**src/rtl/apb_pkg.sv**
```systemverilog
// apb_pkg: shared FSM state type and timeout-counter sizing for the APB master bridge
package apb_pkg;

    typedef enum logic [1:0] {
        IDLE   = 2'd0,
        SETUP  = 2'd1,
        ACCESS = 2'd2
    } apb_state_e;

    // Counter width for the default 255-cycle wait-state limit
    localparam int APB_TO_CNT_W = $clog2(255 + 1);

    // Counter width able to hold the value 'limit' itself
    function automatic int apb_cnt_w(input int limit);
        return $clog2(limit + 1);
    endfunction

endpackage

```
**src/rtl/apb_timeout_cnt.sv**
```systemverilog
// apb_timeout_cnt: saturating ACCESS wait-state counter flagging when LIMIT waits have elapsed
module apb_timeout_cnt
    import apb_pkg::*;
#(
    parameter int LIMIT = 255,
    parameter int W     = APB_TO_CNT_W
) (
    input  logic clk,
    input  logic rst_n,
    input  logic i_clear,
    input  logic i_en,
    output logic o_expired
);

    logic [W-1:0] r_cnt;

    assign o_expired = (r_cnt == W'(LIMIT));

    // Clear on SETUP, count each stalled ACCESS cycle, saturate at the limit
    always_ff @(posedge clk or negedge rst_n) begin
        if (!rst_n) begin
            r_cnt <= '0;
        end else if (i_clear) begin
            r_cnt <= '0;
        end else if (i_en && !o_expired) begin
            r_cnt <= r_cnt + W'(1);
        end
    end

endmodule

```
**src/rtl/apb_master_bridge.sv**
```systemverilog
// apb_master_bridge: req/gnt/rvalid port to APB3 master; define APB_MASTER_TIMEOUT_EN for the ACCESS wait-state timeout
module apb_master_bridge
    import apb_pkg::*;
#(
    parameter int APB_ADDR_WIDTH = 32,
    parameter int APB_DATA_WIDTH = 32,
    parameter int TIMEOUT_CYCLES = 255
) (
    input  logic                      clk,
    input  logic                      rst_n,
    input  logic                      req_i,
    input  logic                      we_i,
    input  logic [APB_ADDR_WIDTH-1:0] addr_i,
    input  logic [APB_DATA_WIDTH-1:0] wdata_i,
    output logic                      gnt_o,
    output logic                      rvalid_o,
    output logic [APB_DATA_WIDTH-1:0] rdata_o,
    output logic                      err_o,
    output logic [APB_ADDR_WIDTH-1:0] paddr_o,
    output logic [APB_DATA_WIDTH-1:0] pwdata_o,
    output logic                      pwrite_o,
    output logic                      psel_o,
    output logic                      penable_o,
    input  logic [APB_DATA_WIDTH-1:0] prdata_i,
    input  logic                      pready_i,
    input  logic                      pslverr_i
);

    if (TIMEOUT_CYCLES < 1 || TIMEOUT_CYCLES > 65535) begin : g_bad_timeout
        $error("apb_master_bridge: TIMEOUT_CYCLES must be within 1..65535");
    end

    apb_state_e                r_state;
    logic [APB_ADDR_WIDTH-1:0] r_paddr;
    logic [APB_DATA_WIDTH-1:0] r_pwdata;
    logic [APB_DATA_WIDTH-1:0] r_rdata;
    logic                      r_pwrite;
    logic                      r_psel;
    logic                      r_penable;
    logic                      r_rvalid;
    logic                      r_err;
    logic                      w_abort;

    assign gnt_o     = (r_state == IDLE) && req_i;
    assign paddr_o   = r_paddr;
    assign pwdata_o  = r_pwdata;
    assign pwrite_o  = r_pwrite;
    assign psel_o    = r_psel;
    assign penable_o = r_penable;
    assign rvalid_o  = r_rvalid;
    assign rdata_o   = r_rdata;
    assign err_o     = r_err;

`ifdef APB_MASTER_TIMEOUT_EN
    logic w_expired;

    apb_timeout_cnt #(
        .LIMIT (TIMEOUT_CYCLES),
        .W     (apb_cnt_w(TIMEOUT_CYCLES))
    ) u_timeout (
        .clk       (clk),
        .rst_n     (rst_n),
        .i_clear   (r_state == SETUP),
        .i_en      ((r_state == ACCESS) && !pready_i),
        .o_expired (w_expired)
    );

    // Limit reached with the slave still stalling: give up on this transfer
    assign w_abort = (r_state == ACCESS) && !pready_i && w_expired;
`else
    assign w_abort = 1'b0;
`endif

    // APB phase sequencer with registered bus signals and one-cycle response
    always_ff @(posedge clk or negedge rst_n) begin
        if (!rst_n) begin
            r_state   <= IDLE;
            r_paddr   <= '0;
            r_pwdata  <= '0;
            r_pwrite  <= 1'b0;
            r_psel    <= 1'b0;
            r_penable <= 1'b0;
            r_rvalid  <= 1'b0;
            r_rdata   <= '0;
            r_err     <= 1'b0;
        end else begin
            r_rvalid <= 1'b0;
            r_err    <= 1'b0;
            case (r_state)
                IDLE: begin
                    if (req_i) begin
                        r_paddr  <= addr_i;
                        r_pwdata <= wdata_i;
                        r_pwrite <= we_i;
                        r_psel   <= 1'b1;
                        r_state  <= SETUP;
                    end
                end
                SETUP: begin
                    r_penable <= 1'b1;
                    r_state   <= ACCESS;
                end
                ACCESS: begin
                    if (pready_i || w_abort) begin
                        r_psel    <= 1'b0;
                        r_penable <= 1'b0;
                        r_rvalid  <= 1'b1;
                        r_err     <= pready_i ? pslverr_i : 1'b1;
                        r_rdata   <= (pready_i && !r_pwrite) ? prdata_i : '0;
                        r_state   <= IDLE;
                    end
                end
                default: begin
                    r_psel    <= 1'b0;
                    r_penable <= 1'b0;
                    r_state   <= IDLE;
                end
            endcase
        end
    end

endmodule

```
**config.mk**
```make
export PLATFORM = sky130hd
export DESIGN_NAME = apb_master_bridge
export DESIGN_NICKNAME = d
export VERILOG_FILES = /design/src/rtl/apb_pkg.sv /design/src/rtl/apb_timeout_cnt.sv /design/src/rtl/apb_master_bridge.sv
export SDC_FILE = /design/constraint.sdc
export NUM_CORES = 1
export LEC_CHECK = 0
export CORE_MARGIN = 4
export CORE_UTILIZATION = 36
export CTS_CLUSTER_SIZE = 25
export DETAILED_ROUTE_END_ITERATION = 7
export GPL_ROUTABILITY_DRIVEN = 0
export PLACE_DENSITY = 0.87
export REMOVE_ABC_BUFFERS = 1
export SLEW_MARGIN = 0
export SYNTH_ARGS = -nofsm -noshare
export SYNTH_HDL_FRONTEND = slang
export SYNTH_SLANG_ARGS = --single-unit
```
**constraint.sdc**
```tcl
create_clock -name clk -period 1.5 [get_ports clk]
set_clock_uncertainty 0.15 [all_clocks]
set_input_delay 0.45 -clock clk [delete_from_list [all_inputs] [get_ports clk]]
set_output_delay 0.45 -clock clk [all_outputs]
set_load 0.02 [all_outputs]
```
==> results.sh, run 1 <==
export IMPL_run_status="finished with violations"
export IMPL_violations="setup timing"
export IMPL_cts_num_sinks=103
export IMPL_irDropWorstVdd_mv=1.27
export IMPL_cts_clk_slew_worst_paths_ns=0.10
export IMPL_dr_first_iter_drc_count=96
export IMPL_final_nets=670
export IMPL_p_leak_nw=3.58
export IMPL_first_pass_iters=4
export IMPL_hp_class="input pin to async pin"
export IMPL_drc_errors=0
export IMPL_cts_tree="yes"
export IMPL_drive_gt1_share_pct=47.1
export IMPL_ys_warn_count=0
export IMPL_maxSlewHeadroom_pct=82.3
export IMPL_num_antenna_cells=0
export IMPL_grt_pass1_vias=3419
export IMPL_holdWs_ns=0.312
export IMPL_layout_common_cells="105 x buf_6, 103 x dfrtp_1, 99 x clkdlybuf4s50_1"
export IMPL_dp_hpwl_um=7870
export IMPL_area_delta_synth_final_pct=91.0
export IMPL_worst_slew_pin_slew_ns=0.265
export IMPL_die_y_um=113
export IMPL_ys_seq_elements=103
export IMPL_cts_buffer_depth=2
export IMPL_crit_path_cell_trace="nor3b_4 > buf_6 > buf_6"
export IMPL_routedWlPerCell_um=19.5
export IMPL_start_kind="flip-flop"
export IMPL_rsz0062_at_grt="yes"
export IMPL_coreArea_mm2=0.0108
export IMPL_num_rows=38
export IMPL_critPathBufInv=2
export IMPL_ys_types=20
export IMPL_insertion_delay_ns=0.35
export IMPL_period_share_pct=124
export IMPL_arrival_ns=1.25
export IMPL_power_density_mw_per_mm2=2250
export IMPL_worst_slack_ns=-0.353
export IMPL_grt_ovfl_total=0
export IMPL_synth_cell_area_mm2=0.00398
export IMPL_cp_slowest_cell="dfrtp_1"
export IMPL_tns_ns=-20.95
export IMPL_grt_pass1_wl_um=18100
export IMPL_min_period_ns=1.85
export IMPL_maxCapViolCount=0
export IMPL_antenna_left=0
export IMPL_cts_buffers=9
export IMPL_cts_htree_levels=3
export IMPL_vias=3401
export IMPL_fp_dieW_um=113
export IMPL_synth_avg_cell_area_um2=13.5
export IMPL_design_die_area_mm2=0.0128
export IMPL_end_kind="output port"
export IMPL_fin_area_mm2=0.00760
export IMPL_cts_root_buf="clkbuf_8"
export IMPL_hold_viol=0
export IMPL_grt_max_degree=50
export IMPL_port_buffers=203
export IMPL_critical_path_class="flip-flop to output port"
export IMPL_wirelength_um=13900
export IMPL_io_pins=204
export IMPL_syn_inst=295
export IMPL_track_usage_pct=17.9
export IMPL_setup_viol=139
export IMPL_postPlaceCellArea_mm2=0.00621
export IMPL_start_util_pct=36.7
export IMPL_antenna_found_initial=0
export IMPL_crit_fanout=2
export IMPL_via_per_inst=4.77
export IMPL_cp_common_cell="buf_6"
export IMPL_critical_path_top_delay_family="flip-flops"
export IMPL_yosysSeqAreaShare_pct=64.8
export IMPL_required_ns=0.90
export IMPL_drv_slew=0
export IMPL_critPathMaxStageDelay_ns=0.42
export IMPL_final_common_cell="buf_6"
export IMPL_clock_fmax_mhz=540
-- cell type report --
cell class              count  area (um^2)
clock inverters             4         31.3
repair buffers            279         3100
flip-flops and latches    103         2580
inverters                   2         7.51
fillers                   705         3240
multi-input cells         173         1570
well taps                 140          175
clock buffers              12          145
-- per-stage QoR --
step / instances / utilization (%) / power [mW] / worst slack (ns)
floorplan: 278 / - / 8.26 / -2.53
global placement: 632 / 57.3 / 11.9 / -0.667
finish: 713 / 70.1 / 17.1 / -0.353
CTS: 670 / 62.7 / 15.0 / -0.383
global route: 713 / 70.1 / 18.0 / -0.416
detailed placement: 632 / 57.3 / 12.2 / -0.718
-- layer usage --
layer | wire [um] | vias up | global-route usage (%)
met1 | 5290 | 1691 | 20.4
met3 | 1210 | 14 | 7.33
met2 | 7270 | 158 | 31.2
met5 | 0 | - | 0
met4 | 140 | 0 | 4.49
li1 | - | 1538 | -
-- logic make-up after synthesis --
group                  share of synthesized area [%]
and+or+nand+nor                                 9.19
muxes                                           18.4
DFF                                             64.8
buffers and inverters                           2.89
AOI/OAI and AO/OA                               4.72
-- state kept, by name, indices dropped and copies added, names as in the netlist --
name and cells:
paddr_o 32, rdata_o 32, psel_o 1, pwdata_o 32, rvalid_o 1, penable_o 1, r_state 2, pwrite_o 1
err_o 1
-- report_power, final --
| group | internal, mW | switching [mW] | leakage (nW) |
|---|---|---|---|
| registers | 4.15 | 1.11 | 1.25 |
| logic | 6.04 | 4.23 | 2.24 |
| clock network | 0.659 | 0.941 | 0.0905 |
| total | 10.8 | 6.28 | 3.58 |
-- cell usage after synthesis --
| master | n | share of area [%] |
|---|---|---|
| o21ai_0 | 35 | 4.4 |
| nor2_1 | 1 | 0.094 |
| inv_1 | 2 | 0.19 |
| nor3b_2 | 1 | 0.31 |
| buf_4 | 1 | 0.19 |
| o21a_1 | 1 | 0.19 |
| and2_1 | 1 | 0.16 |
| nand3b_1 | 1 | 0.19 |
| nand2b_1 | 32 | 5.0 |
| dfrtp_1 | 103 | 65 |
| clkbuf_1 | 3 | 0.28 |
| mux2_1 | 39 | 11 |
| a21oi_1 | 1 | 0.13 |
| buf_1 | 1 | 0.094 |
| buf_2 | 7 | 0.88 |
| buf_6 | 4 | 1.1 |
| nor3b_1 | 1 | 0.19 |
| nand2_1 | 34 | 3.2 |
| mux2_2 | 26 | 7.4 |
| clkbuf_2 | 1 | 0.13 |
-- path summary, 6_finish.rpt --
kind | from | endpoint | slack (ns) | depth (start not counted)
setup reg to reg | r_state[0] | paddr_o[14] | -0.29 | 6
max in group asynchronous | rst_n | paddr_o[21] | 0.39 | 3
min in group clk | rdata_o[23] | rdata_o[23] | 0.36 | 2
hold reg to reg | rdata_o[23] | rdata_o[23] | 0.36 | 2
hold / removal | rst_n | pwdata_o[0] | 0.31 | 2
setup / recovery | r_state[0] | gnt_o | -0.35 | 3
-- timing repair --
item / in CTS / in global routing
buffers inserted: 17 / 31
endpoints found under the hold margin: 8 / 0
endpoints found under the setup margin: 168 / 200
gates resized for setup: 644 / 90
cloned: 4 / 12
hold buffers: 1 / 0
pin swaps: 2 / 1
No activity file was read; power rests on OpenSTA's default activity.
==> run 2: changes to the inputs <==
--- a/config.mk
+++ b/config.mk
@@ -16,3 +16,4 @@
 export SYNTH_ARGS = -nofsm -noshare
 export SYNTH_HDL_FRONTEND = slang
 export SYNTH_SLANG_ARGS = --single-unit
+export TNS_END_PERCENT = 50
==> results.sh, run 2 (synthesized netlist as in run 1, its figures left out) <==
export IMPL_run_status="finished with violations"
export IMPL_violations="setup timing"
export IMPL_min_period_ns=1.84
export IMPL_vias=3230
export IMPL_fill_cells=769
export IMPL_antenna_left=0
export IMPL_dr_first_iter_drc_count=99
export IMPL_worst_slew_pin_slew_ns=0.261
export IMPL_first_pass_iters=4
export IMPL_coreArea_mm2=0.0108
export IMPL_period_share_pct=122
export IMPL_layout_common_cells="103 x dfrtp_1, 99 x clkdlybuf4s50_1, 89 x buf_6"
export IMPL_grt_max_degree=66
export IMPL_global_route_usage_met2_pct=28.4
export IMPL_tns_ns=-13.82
export IMPL_worst_slack_ns=-0.337
export IMPL_setup_viol=107
export IMPL_crit_fanout=2
export IMPL_arrival_ns=1.24
export IMPL_p_leak_nw=3.28
export IMPL_start_util_pct=36.7
export IMPL_cts_htree_levels=3
export IMPL_required_ns=0.90
export IMPL_drv_slew=0
export IMPL_cts_root_buf="clkbuf_8"
export IMPL_die_y_um=113
export IMPL_rr_worst_depth=6
export IMPL_antenna_found_initial=0
export IMPL_drc_errors=0
export IMPL_dp_hpwl_um=7870
export IMPL_irDropWorstVdd_mv=1.27
export IMPL_power_density_mw_per_mm2=2210
export IMPL_top_usage_layer="met2"
export IMPL_dp_slack_ns=-0.718
export IMPL_met3_usage_pct=7.22
export IMPL_grt_ovfl_total=0
export IMPL_final_nets=643
export IMPL_grt_pass1_vias=3297
export IMPL_design_die_area_mm2=0.0128
export IMPL_io_pins=204
export IMPL_cts_num_sinks=103
export IMPL_cts_tree="yes"
export IMPL_port_buffers=203
export IMPL_maxSlewHeadroom_pct=82.6
export IMPL_clock_fmax_mhz=544
export IMPL_hp_class="input pin to async pin"
export IMPL_rsz0062_at_grt="yes"
export IMPL_num_rows=38
export IMPL_grt_use_met1_pct=19.4
export IMPL_final_common_cell="dfrtp_1"
export IMPL_num_antenna_cells=0
export IMPL_fp_dieW_um=113
export IMPL_track_usage_pct=16.7
export IMPL_hold_viol=0
export IMPL_routedWlPerCell_um=18.1
export IMPL_drive_gt1_share_pct=39.7
export IMPL_cts_buffers=9
export IMPL_via_per_inst=4.71
export IMPL_cts_clk_slew_worst_paths_ns=0.10
export IMPL_insertion_delay_ns=0.35
export IMPL_critical_path_class="flip-flop to output port"
export IMPL_cts_buffer_depth=2
export IMPL_holdWs_ns=0.304
export IMPL_grt_pass1_wl_um=17100
export IMPL_area_delta_synth_final_pct=78.3
export IMPL_wirelength_um=12400
export IMPL_maxCapViolCount=0
export IMPL_final_util_pct=65.4
export IMPL_end_kind="output port"
export IMPL_start_kind="flip-flop"
-- run 2: final timing paths --
kind | from | end | slack (ns)
worst max-delay path | r_state[0] | gnt_o | -0.34
worst min-delay path | rst_n | pwdata_o[7] | 0.30
worst max register to register | r_state[0] | paddr_o[4] | -0.26
worst min register to register | pwdata_o[15] | pwdata_o[15] | 0.34
max in group asynchronous | rst_n | paddr_o[21] | 0.40
min in group clk | pwdata_o[15] | pwdata_o[15] | 0.34
-- run 2: stage by stage --
| step | instances | instance area, um^2 | total power [mW] |
|---|---|---|---|
| CTS | 664 | 6540 | 14.3 |
| global route | 686 | 7090 | 16.5 |
| floorplan | 278 | 3870 | 8.26 |
| detailed placement | 632 | 6210 | 12.2 |
| finish | 686 | 7090 | 15.7 |
| global placement | 632 | 6210 | 11.9 |
-- run 2: routing by layer --
layer,vias up,part of all wire [%]
met4,0,0.97
met2,140,51
met5,-,0
met3,10,8.9
li1,1481,-
met1,1599,39
-- run 2: power breakdown --
group	leakage (nW)	internal, mW	switching, mW
Combinational	1.94	5.01	3.87
Clock	0.0905	0.659	0.932
Sequential	1.25	4.15	1.03
-- run 2: worst max-delay path, cell delays in order, from the launching register on --
cell	delay [ns]
dfrtp_1	0.42
nor3b_4	0.23
buf_6	0.13
buf_6	0.11
-- run 2: what timing repair did --
item / 4_1_cts / 5_1_grt
resized for setup: 575 / 63
endpoints found under the hold margin: 8 / 0
pin swaps: 1 / 0
cloned: 0 / 11
setup endpoints to repair: 168 / 191
hold buffers: 1 / 0
setup buffers: 15 / 11
-- run 2: cell type report --
type                       count  area, um^2  area share [%]
sequential                   103        2580            36.4
multi-input combinational    173        1430            20.2
clock inverter                 4        31.3           0.441
clock buffer                  12         145            2.05
tap                          140         175            2.47
inverter                       2        7.51           0.106
timing repair buffer         252        2720            38.4
==> run 3: changes to the inputs <==
--- a/config.mk
+++ b/config.mk
@@ -10,9 +10,9 @@
 export CTS_CLUSTER_SIZE = 25
 export DETAILED_ROUTE_END_ITERATION = 7
 export GPL_ROUTABILITY_DRIVEN = 0
+export HOLD_SLACK_MARGIN = 0.03
 export PLACE_DENSITY = 0.87
 export REMOVE_ABC_BUFFERS = 1
-export SLEW_MARGIN = 0
 export SYNTH_ARGS = -nofsm -noshare
 export SYNTH_HDL_FRONTEND = slang
 export SYNTH_SLANG_ARGS = --single-unit
==> results of run 3 <==
Same layout as run 2: the final DEF is identical, and so are final timing and power.
